===== src/rtl/linescanner_sensor_emulator.sv =====
// Linescanner sensor emulator: answers the capture side's rst_cvc/rst_cds/sample/load_pulse
// with end_adc, lval and a deterministic 8-bit pixel pattern; exposure and readout run independently.
// Optional macro LINESCANNER_EMU_EXPOSURE_GAIN_EN: pixel value tracks exposure length (saturating).
module linescanner_sensor_emulator #(
  parameter int PIXELS_PER_LINE = 1024,
  parameter int ADC_CYCLES      = 16,
  parameter int PIX_CNT_W       = 16
) (
  input  logic       pixel_clock,
  input  logic       reset,
  input  logic       enable,
  input  logic       rst_cvc,
  input  logic       rst_cds,
  input  logic       sample,
  input  logic       load_pulse,
  input  logic       clear_status,
  output logic       end_adc,
  output logic       lval,
  output logic [7:0] data,
  output logic [2:0] status
);

  localparam int ADC_W = (ADC_CYCLES > 1) ? $clog2(ADC_CYCLES) : 1;
  localparam logic [ADC_W-1:0]     ADC_LAST = ADC_W'(ADC_CYCLES - 1);
  localparam logic [PIX_CNT_W-1:0] PIX_LAST = PIX_CNT_W'(PIXELS_PER_LINE - 1);

  typedef enum logic [1:0] {
    ST_IDLE    = 2'd0,
    ST_EXPOSE  = 2'd1,
    ST_CONVERT = 2'd2
  } state_t;

  state_t               state_q;
  logic                 end_adc_q;
  logic [ADC_W-1:0]     adc_cnt_q;
  logic [7:0]           line_tag_q;
  logic                 sample_q;
  logic                 line_ready_q, line_ready_d;
  logic [2:0]           status_q, status_d, status_set;

  logic                 lval_q, lval_d;
  logic [PIX_CNT_W-1:0] pix_q, pix_d;
  logic [7:0]           rd_tag_q, rd_tag_d;
  logic [PIX_CNT_W-1:0] line_index_q, line_index_d;
  logic [7:0]           data_q, data_d;

`ifdef LINESCANNER_EMU_EXPOSURE_GAIN_EN
  logic [7:0]           exp_cnt_q;
  logic [7:0]           exp_line_q;
  logic [7:0]           rd_exp_q, rd_exp_d;
  logic [8:0]           gain_sum;
`endif

  logic sample_rise, start_ok, start_err, expose_abort, conv_done;
  logic load_accept, load_err, load_busy, overrun_conv, last_pix;

  // Event decode shared by the exposure FSM, the readout engine and the status flags.
  always_comb begin
    sample_rise  = sample & ~sample_q;
    start_ok     = (state_q == ST_IDLE) & enable & sample_rise & ~rst_cvc & ~rst_cds;
    start_err    = (state_q == ST_IDLE) & enable & sample_rise & (rst_cvc | rst_cds);
    expose_abort = (state_q == ST_EXPOSE) & rst_cvc;
    conv_done    = (state_q == ST_CONVERT) & (adc_cnt_q == ADC_LAST);
    load_accept  = load_pulse & ~lval_q & line_ready_q;
    load_err     = load_pulse & ~lval_q & ~line_ready_q;
    load_busy    = load_pulse & lval_q;
    // A load accepted on the conversion edge drains the old line, so the new one is no overrun.
    overrun_conv = conv_done & line_ready_q & ~load_accept;
    last_pix     = lval_q & (pix_q == PIX_LAST);
    status_set   = {overrun_conv | load_busy, load_err, start_err | expose_abort};
    // Set beats clear so a flag raised on the clear cycle is not lost.
    status_d     = (clear_status ? 3'b000 : status_q) | status_set;
    line_ready_d = line_ready_q;
    if (conv_done) begin
      line_ready_d = 1'b1;
    end else if (load_accept) begin
      line_ready_d = 1'b0;
    end
  end

  // Registered sample for edge detection, line_ready handshake and sticky status.
  always_ff @(posedge pixel_clock or posedge reset) begin
    if (reset) begin
      sample_q     <= 1'b0;
      line_ready_q <= 1'b0;
      status_q     <= 3'b000;
    end else begin
      sample_q     <= sample;
      line_ready_q <= line_ready_d;
      status_q     <= status_d;
    end
  end

  // Exposure/convert FSM with registered end_adc.
  always_ff @(posedge pixel_clock or posedge reset) begin
    if (reset) begin
      state_q    <= ST_IDLE;
      end_adc_q  <= 1'b1;
      adc_cnt_q  <= '0;
      line_tag_q <= '0;
`ifdef LINESCANNER_EMU_EXPOSURE_GAIN_EN
      exp_cnt_q  <= '0;
      exp_line_q <= '0;
`endif
    end else begin
      case (state_q)
        ST_IDLE: begin
          if (start_ok) begin
            state_q   <= ST_EXPOSE;
            end_adc_q <= 1'b0;
`ifdef LINESCANNER_EMU_EXPOSURE_GAIN_EN
            exp_cnt_q <= 8'd1;
`endif
          end
        end
        ST_EXPOSE: begin
          if (rst_cvc) begin
            state_q   <= ST_IDLE;
            end_adc_q <= 1'b1;
          end else if (!sample) begin
            state_q   <= ST_CONVERT;
            adc_cnt_q <= '0;
          end else begin
`ifdef LINESCANNER_EMU_EXPOSURE_GAIN_EN
            if (exp_cnt_q != 8'hFF) begin
              exp_cnt_q <= exp_cnt_q + 8'd1;
            end
`endif
          end
        end
        ST_CONVERT: begin
          if (conv_done) begin
            state_q    <= ST_IDLE;
            end_adc_q  <= 1'b1;
            line_tag_q <= line_index_q[7:0];
`ifdef LINESCANNER_EMU_EXPOSURE_GAIN_EN
            exp_line_q <= exp_cnt_q;
`endif
          end else begin
            adc_cnt_q <= adc_cnt_q + 1'b1;
          end
        end
        default: begin
          state_q   <= ST_IDLE;
          end_adc_q <= 1'b1;
        end
      endcase
    end
  end

  // Readout next-state: a load snapshots the converted line so a new conversion can land meanwhile.
  always_comb begin
    lval_d       = lval_q;
    pix_d        = pix_q;
    rd_tag_d     = rd_tag_q;
    line_index_d = line_index_q;
`ifdef LINESCANNER_EMU_EXPOSURE_GAIN_EN
    rd_exp_d     = rd_exp_q;
`endif
    if (load_accept) begin
      lval_d   = 1'b1;
      pix_d    = '0;
      rd_tag_d = line_tag_q;
`ifdef LINESCANNER_EMU_EXPOSURE_GAIN_EN
      rd_exp_d = exp_line_q;
`endif
    end else if (lval_q) begin
      if (last_pix) begin
        lval_d       = 1'b0;
        pix_d        = '0;
        line_index_d = line_index_q + 1'b1;
      end else begin
        pix_d = pix_q + 1'b1;
      end
    end
`ifdef LINESCANNER_EMU_EXPOSURE_GAIN_EN
    gain_sum = {1'b0, pix_d[7:0]} + {1'b0, rd_exp_d};
    data_d   = lval_d ? (gain_sum[8] ? 8'hFF : gain_sum[7:0]) : 8'h00;
`else
    data_d   = lval_d ? (pix_d[7:0] + rd_tag_d) : 8'h00;
`endif
  end

  // Readout registers; data is registered in step with lval.
  always_ff @(posedge pixel_clock or posedge reset) begin
    if (reset) begin
      lval_q       <= 1'b0;
      pix_q        <= '0;
      rd_tag_q     <= '0;
      line_index_q <= '0;
      data_q       <= 8'h00;
`ifdef LINESCANNER_EMU_EXPOSURE_GAIN_EN
      rd_exp_q     <= '0;
`endif
    end else begin
      lval_q       <= lval_d;
      pix_q        <= pix_d;
      rd_tag_q     <= rd_tag_d;
      line_index_q <= line_index_d;
      data_q       <= data_d;
`ifdef LINESCANNER_EMU_EXPOSURE_GAIN_EN
      rd_exp_q     <= rd_exp_d;
`endif
    end
  end

  assign end_adc = end_adc_q;
  assign lval    = lval_q;
  assign data    = data_q;
  assign status  = status_q;

endmodule


===== config.mk =====
export PLATFORM = sky130hd
export DESIGN_NAME = linescanner_sensor_emulator
export DESIGN_NICKNAME = d
export VERILOG_FILES = /design/src/rtl/linescanner_sensor_emulator.sv
export SDC_FILE = /design/constraint.sdc
export NUM_CORES = 1
export LEC_CHECK = 0
export BUFFER_PORTS_ARGS = -buffer_cell sky130_fd_sc_hd__buf_4
export CAP_MARGIN = 20
export CORE_MARGIN = 4
export CORE_UTILIZATION = 25
export CTS_BUF_LIST = sky130_fd_sc_hd__clkbuf_8
export DETAILED_ROUTE_END_ITERATION = 8
export PLACE_DENSITY = 0.39
export RECOVER_POWER = 50
export REMOVE_ABC_BUFFERS = 1
export SLEW_MARGIN = 20
export SYNTH_ARGS = -nofsm -noshare
export SYNTH_HDL_FRONTEND = slang
export SYNTH_SLANG_ARGS = --single-unit

===== constraint.sdc =====
create_clock -name pixel_clock -period 7.91 [get_ports pixel_clock]
set_clock_uncertainty 0.05 [all_clocks]
set_input_delay 0 -clock pixel_clock [delete_from_list [all_inputs] [get_ports pixel_clock]]
set_output_delay 0 -clock pixel_clock [all_outputs]
set_load 0.01 [all_outputs]

==> flow_summary.toml <==
[sta]
fin_crit_sh_pct = 44.7
max_freq_mhz = 283
finalHoldViolCount = 0
maxSlewHeadroom_pct = -127
setup_viol = 0
report.final.slew_viol_count = 62
period_minus_slack_ns = 3.54
rsz0062_at_grt = "no"
worst_pin_slew_ns = 3.40
hold_ws_ns = 0.146
setup_tns_ns = 0

[placed_design]
dp_hpwl_mm = 4.43
io_buffers = 20
gp_congestion = 0.766

[global_route]
grt.total_usage_pct = 9.91
grt_pass1_vias = 2124
grt_max_degree = 62
gr-total-overflow = 0
grt_pass1_wl_mm = 11.0
antenna_found_initial = 0

[cells_and_area]
final_nets = 339
n_fill_cell = 1191
drive_above_1_share_pct = 14.8
antenna_cells = 0
area_delta_synth_final_pct = 18.0

[clock_network]
cts_tree = "done"
insertion_delay_ns = 0.34
cts-root-buf = "clkbuf_8"
htree_levels = 3
cts_resized = 0
clk_pin_slew_worst_paths_ns = 0.07
clockBufferDepth = 2
numCtsBuffers = 9
clock_sinks = 61
postCtsSetupBuffers = 0

[detailed_routing]
wl_mm = 6.43
vias_per_cell = 4.47
wl_per_cell_um = 13.7
drc = 0
dr.pass1.iters = 4
antenna_left = 0
drtIter0Drc = 135
vias = 2092

[synthesis]
async_flop_share_pct = 100
synth_most_common_cell = "dfrtp_1"
seq_area_frac_synth_pct = 51.0
synth_top_area_share_pct = 50.2
syn_area_mm2 = 0.00299
synthFlopType = "dfrtp_1"
synth_edf_count = 0
yosysWarnings = 0
ys_ff_latch = 61
synth.avg_cell_area_um2 = 10.5
yosysTopAreaCell = "dfrtp_1"
synthCells = 285
yosys-top-cells-area = "dfrtp_1, nand2_1, ha_1"
yosys-top-cells-count = "dfrtp_1, nand2_1, nor2_1"
synth_cell_types = 59

[critical_path]
end_kind = "register"
critPathKind = "register to register"
critPathRequiredTime_ns = 8.09
start_kind = "register"
arrival_ns = 3.72
crit_path_max_fanout = 11

[pwr]
comb_power_share_pct = 5.4
switching_share_pct = 23.1
power_frac_seq_pct = 48.9
vdd_drop_max_mv = 0.0852
power-per-cell-area_mw_per_mm2 = 192
p_leak_uw = 0.00157
p_int_uw = 521
switchingPower_uw = 156
pwr-share-clk_pct = 45.7

[floorplan]
start_util_pct = 25.9
fp.coreArea_mm2 = 0.0116
die_h_um = 117
die_w_um = 117
io_pins = 21
dieArea_mm2 = 0.0138
num_rows = 39

[run_status]
failed_checks = "max-capacitance violations, max-slew violations"
status = "finished with violations"

[job]
cap_viol_max_count = 1

[min_path]
hp-class = "input pin to register"
-- kinds of logic (layout without fill, tap and decap cells) --
logic type,after synthesis,in the layout,share of synthesized area [%]
muxes,10,10,3.76
AOI/OAI and AO/OA,46,46,10.8
and+or+nand+nor,120,120,20.6
DFF,61,61,51.0
buffers and inverters,17,57,3.09
adders and majority gates,11,11,4.85
xor gates and xnor gates,20,20,5.85
-- per-stage QoR --
step	util (%)	std cells	setup slack [ns]	total power, uW	instance area (um2)
2_1_floorplan	-	280	4.83	359	2950
3_3_place_gp	28.4	444	4.29	374	3290
3_5_place_dp	28.4	444	4.34	374	3290
4_1_cts	31.0	468	4.32	693	3580
5_1_grt	30.5	468	3.59	710	3530
6_report	30.5	468	4.37	678	3530
-- critical path: stages (launching register included) --
cell	delay [ns]
dfrtp_1	0.44
nor4_2	0.37
nand2_1	0.15
o31ai_4	0.45
inv_2	0.17
a21oi_1	0.20
nor2_1	0.11
ha_1	0.34
a21o_1	0.17
a211oi_1	0.25
nor2_1	0.10
o41ai_1	0.40
a311o_1	0.18
nand2_1	0.05
-- routing by layer --
metal	vias to the layer above	wire (um)	global-route usage (%)
met2	29	2870	15.0
li1	1058	-	-
met5	-	0	0
met1	999	3270	13.5
met3	6	230	3.71
met4	0	62	2.20
-- power by group through the flow --
stage / Clock [uW] / Sequential (uW) / Combinational, uW
4_1_cts: 322 / 332 / 39.0
5_1_grt: 334 / 333 / 42.8
6_report: 310 / 331 / 36.3
3_3_place_gp: 0 / 338 / 36.5
2_1_floorplan: 0 / 337 / 21.8
3_5_place_dp: 0 / 338 / 36.4
-- repair_timing --
item	in CTS	in global routing
hold endpoints to repair	69	0
hold buffers	8	0
setup endpoints to repair	0	0
-- worst paths after layout --
path,endpoint,start,slack (ns),cells past startpoint
worst max-delay path,data[7],pix_q[10],4.37,13
worst min-delay path,status[0],enable,0.15,4
worst max register to register,data[7],pix_q[10],4.37,13
worst min register to register,line_index_q[7],line_index_q[7],0.43,1
max in group asynchronous,pix_q[11],reset,4.41,4
min in group asynchronous,adc_cnt_q[3],reset,1.49,4
-- layout by cell type, fill, tap and decap left out, drive strengths merged, types with 8 or more instances in the layout --
| master | instances |
|---|---|
| dfrtp | 60 |
| nand2 | 43 |
| nor2 | 33 |
| clkbuf | 25 |
| o21ai | 16 |
| inv | 14 |
| xor2 | 10 |
| mux2 | 10 |
| xnor2 | 10 |
| ha | 10 |
| nand4 | 9 |
| a21oi | 8 |
| dlygate4sd3 | 8 |
-- flip-flops by register name, indices dropped and copies added, names as in the netlist --
register      cells
adc_cnt_q         4
line_tag_q        8
line_index_q      8
rd_tag_q          8
state_q           2
status            3
end_adc           1
lval              1
data              8
line_ready_q      1
pix_q            16
sample_q          1
-- area by class of cell --
class                      instances  area, um2  share of cell area (%)
sequential                        61       1530                    43.3
multi-input combinational        207       1370                    38.9
timing repair buffer              29        185                    5.24
tap                              143        179                    5.07
clock buffer                      10        138                    3.90
clock inverter                     6       80.1                    2.27
inverter                          12       50.0                    1.42
No activity file was read; power rests on OpenSTA's default activity.
